==> config.mk <==
export PLATFORM = sky130hd
export DESIGN_NAME = a_bus_arbiter
export DESIGN_NICKNAME = d
export VERILOG_FILES = /design/src/rtl/a_bus_arbiter.sv
export SDC_FILE = /design/constraint.sdc
export NUM_CORES = 1
export LEC_CHECK = 0
export CAP_MARGIN = 20
export CORE_ASPECT_RATIO = 1.75
export CORE_MARGIN = 2
export CORE_UTILIZATION = 25
export DETAILED_ROUTE_END_ITERATION = 12
export GPL_ROUTABILITY_DRIVEN = 0
export GPL_TIMING_DRIVEN = 0
export SETUP_SLACK_MARGIN = 0.05
export SLEW_MARGIN = 10
export SYNTH_ARGS = -nofsm -noshare
export SYNTH_HDL_FRONTEND = slang
export SYNTH_SLANG_ARGS = --single-unit
==> constraint.sdc <==
create_clock -name clk -period 3.3 [get_ports clk]
set_clock_uncertainty 0.1 [all_clocks]
set_input_delay 0.66 -clock clk [delete_from_list [all_inputs] [get_ports clk]]
set_output_delay 0.66 -clock clk [all_outputs]
set_load 0.005 [all_outputs]
==> src/rtl/a_bus_arbiter.sv <==
// a_bus_arbiter: two-master arbiter with bounded M2 borrowing while M1's slave stalls
module a_bus_arbiter #(
    parameter int MAX_BORROW = 256
) (
    input  logic clk,
    input  logic rstN,
    input  logic req1,
    input  logic req2,
    input  logic done1,
    input  logic done2,
    input  logic thresh,
    output logic grant1,
    output logic grant2,
    output logic suspend1,
    output logic abort2,
    output logic busy
);
    localparam int CW = $clog2(MAX_BORROW) + 1;

    // RETURN_ABORT is the bubble cycle reached by borrow expiry; it carries abort2
    typedef enum logic [2:0] {IDLE, GRANT1, GRANT2, BORROW, RETURN, RETURN_ABORT} state_t;

    state_t state, next;
    logic [CW-1:0] cnt;
    logic expired;

    assign expired = cnt == CW'(MAX_BORROW - 1);

    // state register
    always_ff @(posedge clk or negedge rstN) begin
        if (!rstN) state <= IDLE;
        else       state <= next;
    end

    // borrow age: counts while staying in BORROW, cleared everywhere else
    always_ff @(posedge clk or negedge rstN) begin
        if (!rstN) cnt <= '0;
        else       cnt <= (state == BORROW && next == BORROW) ? cnt + 1'b1 : '0;
    end

    // next-state: done releases always win over thresh/expiry
    always_comb begin
        next = state;
        case (state)
            IDLE:         next = req1 ? GRANT1 : req2 ? GRANT2 : IDLE;
            GRANT1:       next = done1 ? IDLE : (thresh && req2) ? BORROW : GRANT1;
            GRANT2:       next = done2 ? IDLE : GRANT2;
            BORROW:       next = done2 ? RETURN : expired ? RETURN_ABORT : BORROW;
            RETURN:       next = GRANT1;
            RETURN_ABORT: next = GRANT1;
            default:      next = IDLE;
        endcase
    end

    assign grant1   = state == GRANT1;
    assign grant2   = state == GRANT2 || state == BORROW;
    assign suspend1 = state == BORROW || state == RETURN || state == RETURN_ABORT;
    assign abort2   = state == RETURN_ABORT;
    assign busy     = grant1 | grant2;
endmodule

# Word-level counts from Yosys, hierarchy flattened
# Cells that the tools add are included.
[totals] reg_bits=12 inputBits=7 word_cells=27 output_inout_bits=5
[classes] n_bitwise=1 reduce_logical=7 addsub=1 n_eq_ne=7 mux=9
[op_table] cell="case mux 3 bit (5 select lines)" count=1
[op_table] cell="2-to-1 mux 2 bit" count=5
[op_table] cell="adder 9 x 1 -> 9 bit, second input constant" count=1
[op_table] cell="equality test 3 x 2 -> 1 bit, second input constant" count=3
[op_table] cell="equality test 9 x 8 -> 1 bit, second input constant" count=1
[op_table] cell="2-to-1 mux 9 bit" count=1
[op_table] cell="equality test 3 bit, second input constant" count=2
[op_table] cell="2-to-1 mux 3 bit" count=2
[op_table] cell="equality test 3 x 1 -> 1 bit, second input constant" count=1
[op_table] cell="zero test 3 bit" count=1
[op_table] cell="logical OR 1 bit" count=3
[op_table] cell="logical AND 1 bit" count=2
[op_table] cell="OR reduction 2 bit" count=1
[op_table] cell="OR 1 bit" count=1

# Logic depth before layout (Yosys ltp)
# Gate-level depths: netlist (run 1).
[depth] depth_word=7 mapped_depth=7 depth_no_buf=7

# Worst setup path before layout (run 1)
# Ideal clock, no wire load.
[synth_path] path_kind="flip-flop to flip-flop" start="register cnt[0]" end="register cnt[5]" t_arrival_ps=1555 path_slack_ps=1568 path_stages_with_launch=8 setup_ps=77 synth_period_minus_slack_ps=1732 t_required_ps=3123 path_cell_list="dfrtp_1 -> ha_1 -> inv_1 -> nor3_1 -> ha_1 -> or3_1 -> buf_2 -> a21oi_1"
[synth_via] elab_chain_cells=7 word_cells_on_any_way=8
[synth_lines] item="from (decl)" line="24" text="logic [CW-1:0] cnt;"
[synth_lines] item="from (signal assigned)" line="38" text="else cnt <= (state == BORROW && next == BORROW) ? cnt + 1'b1 : '0;"
[synth_lines] item="equality test 9 x 8 -> 1 bit" line="27" text="assign expired = cnt == CW'(MAX_BORROW - 1);"
[synth_lines] item="2-to-1 mux 3 bit (2 in a row)" line="48" text="BORROW: next = done2 ? RETURN : expired ? RETURN_ABORT : BORROW;"
[synth_lines] item="case mux 3 bit (5 select lines)" line="44" text="case (state)"
[synth_lines] item="equality test 3 x 2 -> 1 bit" line="38"
[synth_lines] item="logical AND 1 bit" line="38"
[synth_lines] item="2-to-1 mux 9 bit (*)" line="38"
# Every way passes the cells marked *; elsewhere a longest branch is shown, timed or not.

# Final worst setup path (run 1)
[layout_path] start="register state[1]" end="output port grant2"
[layout_via] elab_chain_cells=2 word_cells_on_any_way=3
[layout_lines] item="from (decl)" line="23" text="state_t state, next;"
[layout_lines] item="from (signal assigned)" line="32" text="else state <= next;"
[layout_lines] item="equality test 3 x 2 -> 1 bit" line="56" text="assign grant2 = state == GRANT2 || state == BORROW;"
[layout_lines] item="logical OR 1 bit (*)" line="56"
[layout_lines] item="to (decl)" line="13" text="output logic grant2,"
# Marks and branches as above.

==> results of run 1 <==
placed cells by master, fill, tap and decap left out, drive strengths merged, types with 2 or more instances in the layout:
| master | n |
|---|---|
| or3 | 4 |
| inv | 6 |
| clkbuf | 4 |
| clkdlybuf4s50 | 11 |
| ha | 2 |
| a21oi | 5 |
| nand2 | 4 |
| xor2 | 2 |
| o21ai | 7 |
| nand3 | 4 |
| nor3 | 3 |
| nor2 | 10 |
| dfrtp | 12 |
final timing paths:
| check | endpoint | from |
|---|---|---|
| setup / recovery | grant2 | state[1] |
| hold / removal | cnt[0] | cnt[0] |
| setup reg to reg | cnt[7] | cnt[0] |
| hold reg to reg | cnt[0] | cnt[0] |
| max in group asynchronous | cnt[7] | rstN |
| min in group asynchronous | cnt[4] | rstN |
sequential cells by signal, summed over array words and instances, names as in the netlist:
name and count:
cnt 9, state 3
layout make-up:
class | instances | area (sq um)
timing repair buffer | 11 | 110
inverter | 6 | 22.5
tap | 25 | 31.3
buffer | 2 | 8.76
clock buffer | 3 | 41.3
sequential | 12 | 300
multi-input combinational | 49 | 274
fill | 235 | 1510
critical path, cell delays in order, from the launching register on:
cell             delay [ps]
dfrtp_1                 350
clkbuf_1                310
nor2b_1                 210
clkdlybuf4s50_1         520
kinds of logic (layout without fill, tap and decap cells):
group                    count (synthesis)  count (layout)  synth area share, %
flip-flops                              12              12                 49.6
XOR/XNOR                                 3               3                 4.34
AO/OA/AOI/OAI                           13              13                 10.9
buffers and inverters                    8              22                 5.16
adder cells (fa/ha/maj)                  2               2                 4.13
AND/OR/NAND/NOR                         31              31                 25.8
stage by stage:
stage / instance area [sq um] / util [%] / power, mW / cells
2_1_floorplan: 606 / - / 0.246 / 69
6_report: 788 / 34.2 / 0.451 / 108
4_1_cts: 788 / 34.2 / 0.457 / 108
5_1_grt: 788 / 34.2 / 0.481 / 108
3_3_place_gp: 747 / 32.4 / 0.322 / 105
3_5_place_dp: 747 / 32.4 / 0.325 / 105
per-layer routing:
metal,vias to the layer above,share of wire (%)
met5,-,0
met4,0,2.5
met3,3,6.1
met2,23,52
met1,238,39
li1,263,-
where the power goes:
group          internal (mW)  switching, mW
Combinational         0.0759         0.0617
Clock                 0.0802         0.0513
Sequential             0.162         0.0196
Total                  0.318          0.133
==> summary.txt, run 1 <==
Global route
  – Most used routing layer: met2
  – M3 GR Usage: 0.965%
  – Total GRT Usage: 9.18%
  – First-pass GRT wire length: 1840 um
  – Pin count of the biggest net entering global routing: 13
  – Vias in the first global route: 467
  – M1 GR Usage: 9.75%
  – Total gr overflow: 0
  – Antenna violations before repair: 0
  – GR Layer Usage met2: 15.6%

Logic synthesis
  – Synthesized area: 606 sq um
  – Average size of a mapped cell: 8.78 sq um
  – Top-area cell type share of the netlist area: 49.6%
  – Sequential fraction of the synthesis area: 49.6%
  – Top_reg_cell synth: dfrtp_1
  – Most common cell in the netlist: dfrtp_1
  – Cells after Synth: 69
  – EDFF count, synth: 0
  – Number of distinct library cells after synthesis: 22
  – YS warnings: 0
  – Async SR Flop Fraction: 100%
  – Syn_nets: 78
  – Commonest cells in the synthesized netlist: dfrtp_1, nor2_1, o21ai_0
  – Largest cells by area after synthesis: dfrtp_1, nor2_1, o21ai_0, a21oi_1, ha_1
  – Synth area leader: dfrtp_1
  – Synth Register Bits: 12

STA
  – Fmax: 0.419 GHz
  – Final Hold Fails: 0
  – Slew @ Worst Pin: 522 ps
  – Max transition margin: 65.1%
  – Final setup violation count: 0
  – Fin crit share: 72.4%
  – Final min period: 2390 ps
  – Setup TNS: 0 ps
  – RSZ-0062 raised after global routing: no
  – WHS: 420 ps
  – Max Slew Vio Count: 0
  – Fin worst setup slack: 911 ps

Setup path
  – CP Launch Type: flop
  – Crit path DAT: 1630 ps
  – Required time of the worst setup path: 2540 ps
  – Reg2Reg Setup Slack: 1420 ps
  – Worst Path Max Fanout: 10
  – R2R cell count: 7
  – Worst Setup End Kind: output pin
  – Crit path kind: reg -> out

Cells and area
  – Total Nets Final: 94
  – Share of cells above drive strength 1: 6.02%
  – Number of diodes: 0
  – Area Growth Syn to Fin: 30.2%

Job
  – Maximum Capacitance Violations: 0

Worst hold path
  – Hold crit path type: reg -> reg
  – Hold path depth: 1

Clocking
  – CTS sink count: 12
  – CTS clock-pin slew for the worst setup and hold paths: 50 ps
  – Hold-fix buffers, CTS: 0
  – H-tree Lvls: 1
  – Clock Path Buffers: 2
  – Clock insertion delay at the later pin of the skew report: 240 ps
  – Root Driver: clkbuf_8
  – # Post-CTS Setup Buffers: 0
  – CTS resizes: 0
  – Num CTS Buffers: 3
  – CTS tree: done

Die
  – Die height: 69.1 um
  – Die Area: 2850 sq um
  – Starting Density: 26.3%
  – Core area: 2300 sq um
  – Die Span X: 41.2 um
  – FP Rows: 23
  – I/O pin count: 12

Placement
  – Worst slack at placement: 1160 ps
  – DP HPWL: 893 um
  – # port buffers: 11

Drt
  – DRC errors left: 0
  – Via-to-Cell Ratio: 4.88
  – Final wirelength: 1170 um
  – 1st-iter DRT viols: 8
  – DR WL/cell: 10.8 um
  – Vias post-DR: 527
  – DR pass1 iterations: 4
  – Detail Route Antenna Nets: 0

Run status
  – Outcome: finished, final reports clean

Power
  – Power per cell area: 572 nW/um^2
  – Leak Pwr: 0.307 nW
  – VDD IR-drop max: 0.191 mV
Note: power is estimated with default switching activity, not from simulation.
==> inputs of run 2 (changes only) <==
- clock period: 3.3 -> 2 ns (I/O delays scaled with it)
==> run 2 against run 1 <==
Utilization grew 1.1 points. Critical path depth is the same. Wire length grew 2.2%. Sequential power grew 65%. Sequential share of layout area shrank 0.86 points. Total power grew 66%. Critical endpoint unchanged.
==> summary.txt, run 2 (same netlist as run 1, synthesis figures left out) <==
Setup path
  – Worst Setup End Kind: output pin
  – Crit path DAT: 1410 ps
  – CP Launch Type: flop
  – Worst Path Max Fanout: 10
  – Required time of the worst setup path: 1500 ps
  – Crit path kind: reg -> out

Drt
  – Final wirelength: 1200 um
  – Via-to-Cell Ratio: 4.92
  – 1st-iter DRT viols: 11
  – DR pass1 iterations: 4
  – DR WL/cell: 10.9 um
  – DRC errors left: 0
  – Vias post-DR: 541
  – Detail Route Antenna Nets: 0

Die
  – Starting Density: 26.3%
  – Die height: 69.1 um
  – Die Area: 2850 sq um
  – I/O pin count: 12
  – FP Rows: 23
  – Core area: 2300 sq um
  – Die Span X: 41.2 um

Power
  – VDD IR-drop max: 0.320 mV
  – Clock group share of total power: 29.3%
  – Power after layout: 0.747 mW
  – Sw Ratio: 29.7%
  – Gate power share: 30.6%
  – Pint: 0.525 mW
  – Reg power frac: 40.1%
  – Power per cell area: 919 nW/um^2
  – P_sw: 0.222 mW
  – Leak Pwr: 0.337 nW

STA
  – Slew @ Worst Pin: 517 ps
  – Fin crit share: 95.7%
  – Final setup violation count: 0
  – RSZ-0062 raised after global routing: yes
  – Final Hold Fails: 0
  – Final min period: 1910 ps
  – Max Slew Vio Count: 0
  – Setup TNS: 0 ps
  – WHS: 394 ps
  – Max transition margin: 65.4%
  – Fmax: 0.522 GHz

Cells and area
  – Largest register FFs: 9
  – Total Nets Final: 96
  – Biggest register: cnt
  – Commonest cells after routing, fill and taps aside: nor2_1, dfrtp_1, o21ai_0, clkdlybuf4s50_1
  – Share of cells above drive strength 1: 14.1%
  – Storage cell area: 303 sq um
  – Filler cell count: 238
  – Post-route cell area: 813 sq um
  – Number of diodes: 0
  – Area Growth Syn to Fin: 34.3%
  – Multi-input gate area: 279 sq um
  – Biggest regs: cnt x9, state x3

Placement
  – # port buffers: 11
  – Area post-placement: 747 sq um
  – DP HPWL: 893 um

Clocking
  – Num CTS Buffers: 3
  – Clock Path Buffers: 2
  – H-tree Lvls: 1
  – Hold-fix buffers, CTS: 0
  – CTS sink count: 12
  – CTS clock-pin slew for the worst setup and hold paths: 50 ps
  – CTS tree: done
  – Clock insertion delay at the later pin of the skew report: 240 ps
  – Root Driver: clkbuf_8

Global route
  – Vias in the first global route: 484
  – Total gr overflow: 0
  – Total GRT Usage: 9.42%
  – First-pass GRT wire length: 1900 um
  – Pin count of the biggest net entering global routing: 13
  – Antenna violations before repair: 0

Job
  – Maximum Capacitance Violations: 0

Run status
  – Outcome: finished, final reports clean

Worst hold path
  – Hold crit path type: reg -> reg
==> run 2: changes by cell type in the layout (fill, tap and decap cells not counted), sizes merged <==
cell | previous run | this run
buf | 1 | 4
dlygate4sd2 | 0 | 3
clkdlybuf4s50 | 11 | 7
dlymetal6s2s | 0 | 1
clkbuf | 4 | 3
==> run 2: through the flow <==
step / worst slack (ps) / utilization (%) / cells
detailed placement: 122 / 32.4 / 105
global placement: 130 / 32.4 / 105
finish: 86.1 / 35.3 / 110
global route: 26.1 / 35.3 / 110
floorplan: 268 / - / 69
CTS: 24.9 / 34.9 / 110
==> run 2: power by group through the flow <==
| stage | Clock, mW | Sequential (mW) | Combinational (mW) |
|---|---|---|---|
| 6_report | 0.219 | 0.300 | 0.229 |
| 5_1_grt | 0.238 | 0.303 | 0.257 |
| 4_1_cts | 0.223 | 0.298 | 0.234 |
| 3_5_place_dp | 0 | 0.304 | 0.231 |
| 3_3_place_gp | 0 | 0.304 | 0.227 |
| 2_1_floorplan | 0 | 0.295 | 0.111 |
==> run 2: layer usage <==
metal	vias to the layer above	wire, um	GRT usage, %
met4	0	29	5.38
met5	-	0	0
met1	250	474	9.75
li1	267	-	-
met3	3	64	0.965
met2	21	630	16.3
==> run 2: final timing paths <==
check	slack [ps]	endpoint	depth (start not counted)	from
max in group asynchronous	1020	state[2]	1	rstN
setup / recovery	90	grant2	3	state[1]
min in group asynchronous	400	cnt[4]	1	rstN
hold reg to reg	390	cnt[0]	1	cnt[0]
setup reg to reg	170	cnt[7]	7	cnt[0]
hold / removal	390	cnt[0]	1	cnt[0]
==> run 2: cell type report <==
| class | count | area share (%) |
|---|---|---|
| buffer | 2 | 1.54 |
| inverter | 6 | 2.77 |
| sequential | 12 | 37.2 |
| multi-input combinational | 49 | 34.3 |
| timing repair buffer | 13 | 15.2 |
| clock buffer | 3 | 5.08 |
| tap | 25 | 3.85 |
==> run 2: critical path, stage by stage, from the launching register on <==
cell and delay (ps):
dfrtp_1 350, buf_4 160, nor2b_2 150, clkdlybuf4s50_1 500
==> run 2: repair_timing <==
action                                  CTS  global route
hold endpoints to repair                  0             0
setup buffers                             2             0
pin swaps                                 0             0
endpoints found under the setup margin    5            10
gates resized for setup                   6             5
